<file path="src/rtl/pipe_pkg.sv">
// Shared types for the pipeline controller: FSM states and per-stage stall encodings.
package pipe_pkg;

    typedef enum logic {
        RUN   = 1'b0,
        FLUSH = 1'b1
    } pipe_state_e;

    // Bit order is pc, if_id, id_ex, ex_mem, mem_wb, wb (bit 0 = pc).
    localparam logic [5:0] STALL_NONE = 6'b000000;
    localparam logic [5:0] STALL_ID   = 6'b000111;
    localparam logic [5:0] STALL_EX   = 6'b001111;
    localparam logic [5:0] STALL_MEM  = 6'b011111;

    function automatic logic [5:0] stall_encode(input logic mem, input logic ex, input logic id);
        if (mem)     return STALL_MEM;
        else if (ex) return STALL_EX;
        else if (id) return STALL_ID;
        else         return STALL_NONE;
    endfunction

endpackage

</file>
<file path="src/rtl/pipe_ctrl_sat_counter.sv">
// Up-counter with synchronous clear; saturates at MAX_VAL or wraps, chosen per instance.
module sat_counter #(
    parameter int               WIDTH    = 8,
    parameter bit               SATURATE = 1'b1,
    parameter logic [WIDTH-1:0] MAX_VAL  = '1
) (
    input  logic             clk,
    input  logic             rst,
    input  logic             clr_i,
    input  logic             inc_i,
    output logic [WIDTH-1:0] count_o
);

    logic [WIDTH-1:0] count_q, count_d;

    always_comb begin
        count_d = count_q;
        if (clr_i) begin
            count_d = '0;
        end else if (inc_i) begin
            if (SATURATE && (count_q >= MAX_VAL)) count_d = MAX_VAL;
            else                                  count_d = count_q + WIDTH'(1);
        end
    end

    always_ff @(posedge clk) begin
        if (rst) count_q <= '0;
        else     count_q <= count_d;
    end

    assign count_o = count_q;

endmodule

</file>
<file path="src/rtl/pipe_ctrl.sv">
// Pipeline hazard controller: prioritised stalls, one-cycle exception flush redirect,
// and stall/flush statistics with a sticky stall-timeout flag.
module pipe_ctrl
    import pipe_pkg::*;
#(
    parameter int STALL_LIMIT = 1023
) (
    input  logic        clk,
    input  logic        rst,
    input  logic        stallreq_id,
    input  logic        stallreq_ex,
    input  logic        stallreq_mem,
    input  logic        flush_req,
    input  logic [31:0] flush_pc,
    output logic [5:0]  stall,
    output logic        flush,
    output logic [31:0] new_pc,
    output logic [31:0] stall_cnt,
    output logic [15:0] flush_cnt,
    output logic        stall_timeout
);

    localparam int RW = $clog2(STALL_LIMIT + 1);
    localparam logic [RW-1:0] LIMIT     = RW'(STALL_LIMIT);
    localparam logic [RW-1:0] LIMIT_M1  = RW'(STALL_LIMIT - 1);

    pipe_state_e state_q, state_d;
    logic [31:0] pc_q, pc_d;
    logic        timeout_q, timeout_d;
    logic [RW-1:0] run_len;

    // Reset gates the visible outputs so a flush in progress is dropped immediately.
    always_comb begin
        state_d = state_q;
        pc_d    = pc_q;
        stall   = STALL_NONE;
        flush   = 1'b0;
        new_pc  = 32'h0;
        unique case (state_q)
            RUN: begin
                stall = stall_encode(stallreq_mem, stallreq_ex, stallreq_id);
                if (flush_req) begin
                    state_d = FLUSH;
                    pc_d    = flush_pc;
                end
            end
            FLUSH: begin
                flush   = 1'b1;
                new_pc  = pc_q;
                state_d = RUN;
            end
            default: state_d = RUN;
        endcase
        if (rst) begin
            stall  = STALL_NONE;
            flush  = 1'b0;
            new_pc = 32'h0;
        end
    end

    // Timeout sets on the same edge that carries the run length up to the limit.
    always_comb begin
        timeout_d = timeout_q;
        if (stall[0] && (run_len >= LIMIT_M1)) timeout_d = 1'b1;
    end

    always_ff @(posedge clk) begin
        if (rst) begin
            state_q   <= RUN;
            pc_q      <= 32'h0;
            timeout_q <= 1'b0;
        end else begin
            state_q   <= state_d;
            pc_q      <= pc_d;
            timeout_q <= timeout_d;
        end
    end

    assign stall_timeout = timeout_q;

    sat_counter #(.WIDTH(32), .SATURATE(1'b1), .MAX_VAL(32'hFFFF_FFFF)) u_stall_cnt (
        .clk     (clk),
        .rst     (rst),
        .clr_i   (1'b0),
        .inc_i   (stall[0]),
        .count_o (stall_cnt)
    );

    sat_counter #(.WIDTH(16), .SATURATE(1'b0), .MAX_VAL(16'hFFFF)) u_flush_cnt (
        .clk     (clk),
        .rst     (rst),
        .clr_i   (1'b0),
        .inc_i   (flush),
        .count_o (flush_cnt)
    );

    sat_counter #(.WIDTH(RW), .SATURATE(1'b1), .MAX_VAL(LIMIT)) u_run_len (
        .clk     (clk),
        .rst     (rst),
        .clr_i   (~stall[0]),
        .inc_i   (stall[0]),
        .count_o (run_len)
    );

endmodule
</file>
<file path="config.mk">
export PLATFORM = sky130hd
export DESIGN_NAME = pipe_ctrl
export DESIGN_NICKNAME = d
export VERILOG_FILES = /design/src/rtl/pipe_pkg.sv /design/src/rtl/pipe_ctrl_sat_counter.sv /design/src/rtl/pipe_ctrl.sv
export SDC_FILE = /design/constraint.sdc
export NUM_CORES = 1
export LEC_CHECK = 0
export ABC_AREA = 1
export CAP_MARGIN = 40
export CORE_MARGIN = 2
export CORE_UTILIZATION = 52
export DETAILED_ROUTE_END_ITERATION = 8
export HOLD_SLACK_MARGIN = 0.02
export PLACE_DENSITY = 0.86
export SLEW_MARGIN = 20
export SYNTH_ARGS = -nofsm -noshare
export SYNTH_HDL_FRONTEND = slang
export SYNTH_SLANG_ARGS = --single-unit
</file>
<file path="constraint.sdc">
create_clock -name clk -period 2.45 [get_ports clk]
set_input_delay 0.3675 -clock clk [delete_from_list [all_inputs] [get_ports clk]]
set_output_delay 0.3675 -clock clk [all_outputs]
set_load 0.05 [all_outputs]
</file>
# [Word level (Yosys, flattened, before mapping)]
# Cells that the tools add are included.
[op_classes] magnitude_cmp=3 n_bitwise=2 addsub=3 shift=0 n_div=0 muxes=13 n_reduce_logical=3 mul=0 n_eq_ne=0
[ops] cell="32-bit two-way mux" n=3
[ops] cell="32-bit by 1-bit adder with 32-bit output (second input constant)" n=1
[ops] cell="32-bit greater-or-equal comparator (second input constant)" n=1
[ops] cell="10-bit greater-or-equal comparator (second input constant)" n=2
[ops] cell="16-bit by 1-bit adder with 16-bit output (second input constant)" n=1
[ops] cell="10-bit by 1-bit adder with 10-bit output (second input constant)" n=1
[ops] cell="10-bit two-way mux" n=1
[ops] cell="5-bit two-way mux" n=2
[ops] cell="6-bit two-way mux" n=1
[ops] cell="4-bit two-way mux" n=1
[ops] cell="1-bit two-way mux" n=3
[ops] cell="3-bit two-way mux" n=1
[ops] cell="1-bit NOT" n=2
[ops] cell="1-bit case mux with 2 select lines" n=1
[ops] cell="2-bit AND reduction" n=1
[ops] cell="2-bit OR reduction" n=1
[ops] cell="1-bit logical AND" n=1
[totals] out_inout_bits=88 ff_bits=92 n_memories=0 ramBits=0 latch_bits=0 mem_bits_ro=0

# [Depth between registers and ports, before layout]
[depth] depth_word=7 depth_mapped=12

# [Hierarchy]
# From an unflattened synthesis, not the netlist that was laid out.
[hier_totals] cells_unflattened=713 area_unflattened_um2=4909.7
[by_module_without_submodules] module="sat_counter at u_stall_cnt" cells_each=296 seq_area_each_um2=640.6 area_per_inst_um2=1915.6 n_inst=1
[by_module_without_submodules] module="pipe_ctrl" cells_each=226 seq_area_each_um2=680.7 area_per_inst_um2=1629.1 n_inst=1
[by_module_without_submodules] module="sat_counter at u_flush_cnt" cells_each=116 seq_area_each_um2=320.3 area_per_inst_um2=844.6 n_inst=1
[by_module_without_submodules] module="sat_counter at u_run_len" cells_each=75 seq_area_each_um2=200.2 area_per_inst_um2=520.5 n_inst=1

# [Worst setup path before layout]
# Ideal clock, no wire load.
[synth_timing] kind="reg-to-output" start="register state_q" end="output stall[4]" slack_ns=0.241 arrival_time_ns=1.841 stages_incl_launch_ff=4 t_required_ns=2.082 n_path_buf=2 cell_sequence="dfxtp_1 -> clkbuf_1 -> buf_2 -> nor3_1"
[synth_via] elab_chain_cells=2
[synth_rtl] item="from (decl)" line="pipe_ctrl.sv:27" text="pipe_state_e state_q, state_d;"
[synth_rtl] item="from (signal assigned)" line="pipe_ctrl.sv:73" text="state_q <= state_d;"
[synth_rtl] item="5-bit two-way mux" line="pipe_ctrl.sv:39" text="unique case (state_q)"
[synth_rtl] item="6-bit two-way mux" line="pipe_ctrl.sv:54" text="if (rst) begin"
[synth_rtl] item="to (decl)" line="pipe_ctrl.sv:15" text="output logic [5:0] stall,"
# No other way between the ends.

# [Worst setup path after layout]
[layout_timing] start="register u_flush_cnt.count_q[1], in the netlist u_flush_cnt.count_o[1]" end="output flush_cnt[1]"
[layout_rtl] item="from (decl)" line="pipe_ctrl_sat_counter.sv:14" text="logic [WIDTH-1:0] count_q, count_d;"
[layout_rtl] item="from (signal assigned)" line="pipe_ctrl_sat_counter.sv:28" text="else count_q <= count_d;"
[layout_rtl] item="to (decl)" line="pipe_ctrl.sv:19" text="output logic [15:0] flush_cnt,"
# No word-level cell between the ends.

==> reports/results.ini <==
[grt]
grt_pass1_vias = 4429
track_usage_pct = 25.3
grt_pass1_wl_um = 20100
grt_overflow = 0
antenna_found_initial = 0
grt_max_degree = 58

[finish]
n_antenna_cell = 0
synthToLayoutAreaGrowth_pct = 34.1
fin_util_pct = 71.0
drive_gt1_share_pct = 11.1
nets = 821

[floorplan]
die_h_um = 97.7
die_width_um = 97.7
initial_core_util_pct = 52.9
row_count = 34
dieArea_um2 = 9550
pin_count = 126
core-area_um2 = 8640

[yosys]
syn_nets = 708
postSynthCellCount = 666
synthTopCellsByCount = 143 x nand2_1, 113 x nor2_1, 92 x dfxtp_1
synthesis.area_um2 = 4570
synth.most_common_cell = nand2_1
async_flop_share_pct = 0
yosys-top-cells-area = dfxtp_1 40%, nand2_1 12%, nor2_1 9.3%, inv_1 6.1%, o21ai_0 4.9%
synth_edf_count = 0
synth_area_per_cell_um2 = 6.86
yosys.area.top_type_share_pct = 40.3
yosys_warnings = 0
ys_seq_area_share_pct = 40.3
synth.distinct_cells = 39
ys_seq_elements = 92
yosysTopAreaCell = dfxtp_1
ys.flop_type = dfxtp_1

[route]
wl_um = 12100
drtIter0Drc = 213
vias = 4680
drt_pass1_iterations = 5
drc = 0
final_antenna_net_count = 0
wl_per_cell_um = 13.5
viasPerCell = 5.25

[place]
post-place-ws_ns = 0.298
hpwlAfterDp_um = 8960
globalplace.congestion = 0.850
io_buffers = 124

[critical_path]
timing.rr.end = u_stall_cnt.count_o[17]
cp_data_required_time_ns = 2.08
reg2reg_slack_ns = 0.46
critPathLaunchType = flop
crit_chain = clkdlybuf4s50_1
cp_max_fo = 4
r2r_cells = 10
r2r_start = u_stall_cnt.count_o[0]
critPathBufInv = 1
endpoint_kind = primary output
path_class = reg -> out
cp.arrival_ns = 1.66
cp_slowest_cell = clkdlybuf4s50_1
critPathTopFamily = buffers and inverters
slowest_delay_ns = 0.87

[timing]
rsz0062_at_grt = no
final_max_slew_viol_count = 0
setup_tns_ns = 0
min_period_ns = 2.03
worst_slack_ns = 0.425
hold_viol = 0
period_share_pct = 82.7
fin_skew_ns = 0.00708
tightest_slew_ns = 0.539
fmax_mhz = 494
setup_viol = 0
relSlewSlack_pct = 64.0

[cts]
post_cts_resize_count = 0
clkTransAtPathRegs_ns = 0.08
cts_buffers = 9
cts_sinks = 92
cts_root_buf = clkbuf_8
htree_levels = 3
cts_tree = done
hold_buffers = 0
cts_setup_buffers = 0
cts_buffer_depth = 2
clk_latency_ns = 0.35

[min_path]
worst_hold_path.endpoint = u_flush_cnt.count_o[0]
min_from = rst
whs_path_depth = 4
min_path_type = in -> reg

[power]
power.density_nw_per_um2 = 475
p_total_w = 0.00291
power_leakage_nw = 2.51
vdd_drop_max_uv = 268

[run_status]
outcome = complete, no violations

[flow_run]
cap_violations = 0

==> metal layers <==
metal | share of wire, % | up-vias | global-route usage [%]
met5 | 0 | - | 0
met4 | 2.3 | 0 | 9.83
met3 | 8.7 | 24 | 7.77
met2 | 47 | 187 | 43.0
met1 | 42 | 2141 | 30.1
li1 | - | 2328 | -
==> area by class of cell <==
cell class              count  area, µm²
repair buffers            132       1410
clock inverters             4       25.0
fillers                   699       2510
well taps                 108        135
multi-input cells         466       2270
inverters                  78        293
clock buffers              12        145
flip-flops and latches     92       1840
==> how the worst max path moves through the flow <==
stage / from / endpoint / cells after the start
global route: u_stall_cnt.count_o[0] / u_stall_cnt.count_o[21] / 10
finish: u_flush_cnt.count_o[1] / flush_cnt[1] / 1
detailed placement: stallreq_mem / u_stall_cnt.count_o[31] / 12
CTS: state_q / new_pc[13] / 4
floorplan: state_q / stall[4] / 3
global placement: stallreq_mem / u_stall_cnt.count_o[22] / 12
==> through the flow <==
stage	hold WS (ns)	area (µm²)	std cells
floorplan	0.430	4570	666
global placement	0.442	5960	876
detailed placement	0.445	5960	876
CTS	0.406	6130	892
global route	0.427	6130	892
finish	0.415	6130	892
==> placed cells by master, fill, tap and decap left out, drive strengths merged <==
master | netlist | routed
buf | 16 | 47
ha | 4 | 4
nor3b | 1 | 1
xor2 | 7 | 7
dfxtp | 92 | 92
a22o | 1 | 1
o21bai | 2 | 2
xnor2 | 7 | 7
inv | 77 | 77
nand3b | 15 | 15
nor2 | 124 | 124
clkbuf | 14 | 12
conb | 1 | 1
a211o | 1 | 1
nor3 | 10 | 10
a31oi | 3 | 3
a21oi | 50 | 50
a211oi | 2 | 2
and2 | 1 | 1
nand4 | 8 | 8
o21ai | 48 | 48
or2 | 1 | 1
clkinv | 1 | 3
clkinvlp | 0 | 2
nand2 | 146 | 146
nand3 | 34 | 34
clkdlybuf4s50 | 0 | 85
==> registers in the layout (all words and copies together) (netlist names) <==
register	cells
pc_q	32
stall_timeout	1
state_q	1
u_flush_cnt.count_o	16
u_run_len.count_o	10
u_stall_cnt.count_o	32
==> cells by family after synthesis <==
group / synth area share [%]
AO/OA/AOI/OAI: 12.7
buffers and inverters: 9.91
other: 0.0821
XOR/XNOR: 2.68
flip-flops: 40.3
AND/OR/NAND/NOR: 33.2
adder cells (fa/ha/maj): 1.10
==> tightest hold or removal path, delay by kind of cell <==
kind	cells	cell delay, ns
AO/OA/AOI/OAI	1	0.06
buffers and inverters	1	0.17
AND/OR/NAND/NOR	2	0.11
==> power by group <==
| group | leakage [nW] | internal [W] | switching [W] |
|---|---|---|---|
| Clock | 0.0824 | 0.000394 | 0.000511 |
| Sequential | 0.750 | 0.00155 | 0.0000374 |
| Combinational | 1.67 | 0.000159 | 0.000258 |
| Total | 2.51 | 0.00211 | 0.000806 |
(Power assumes the default switching activity.)
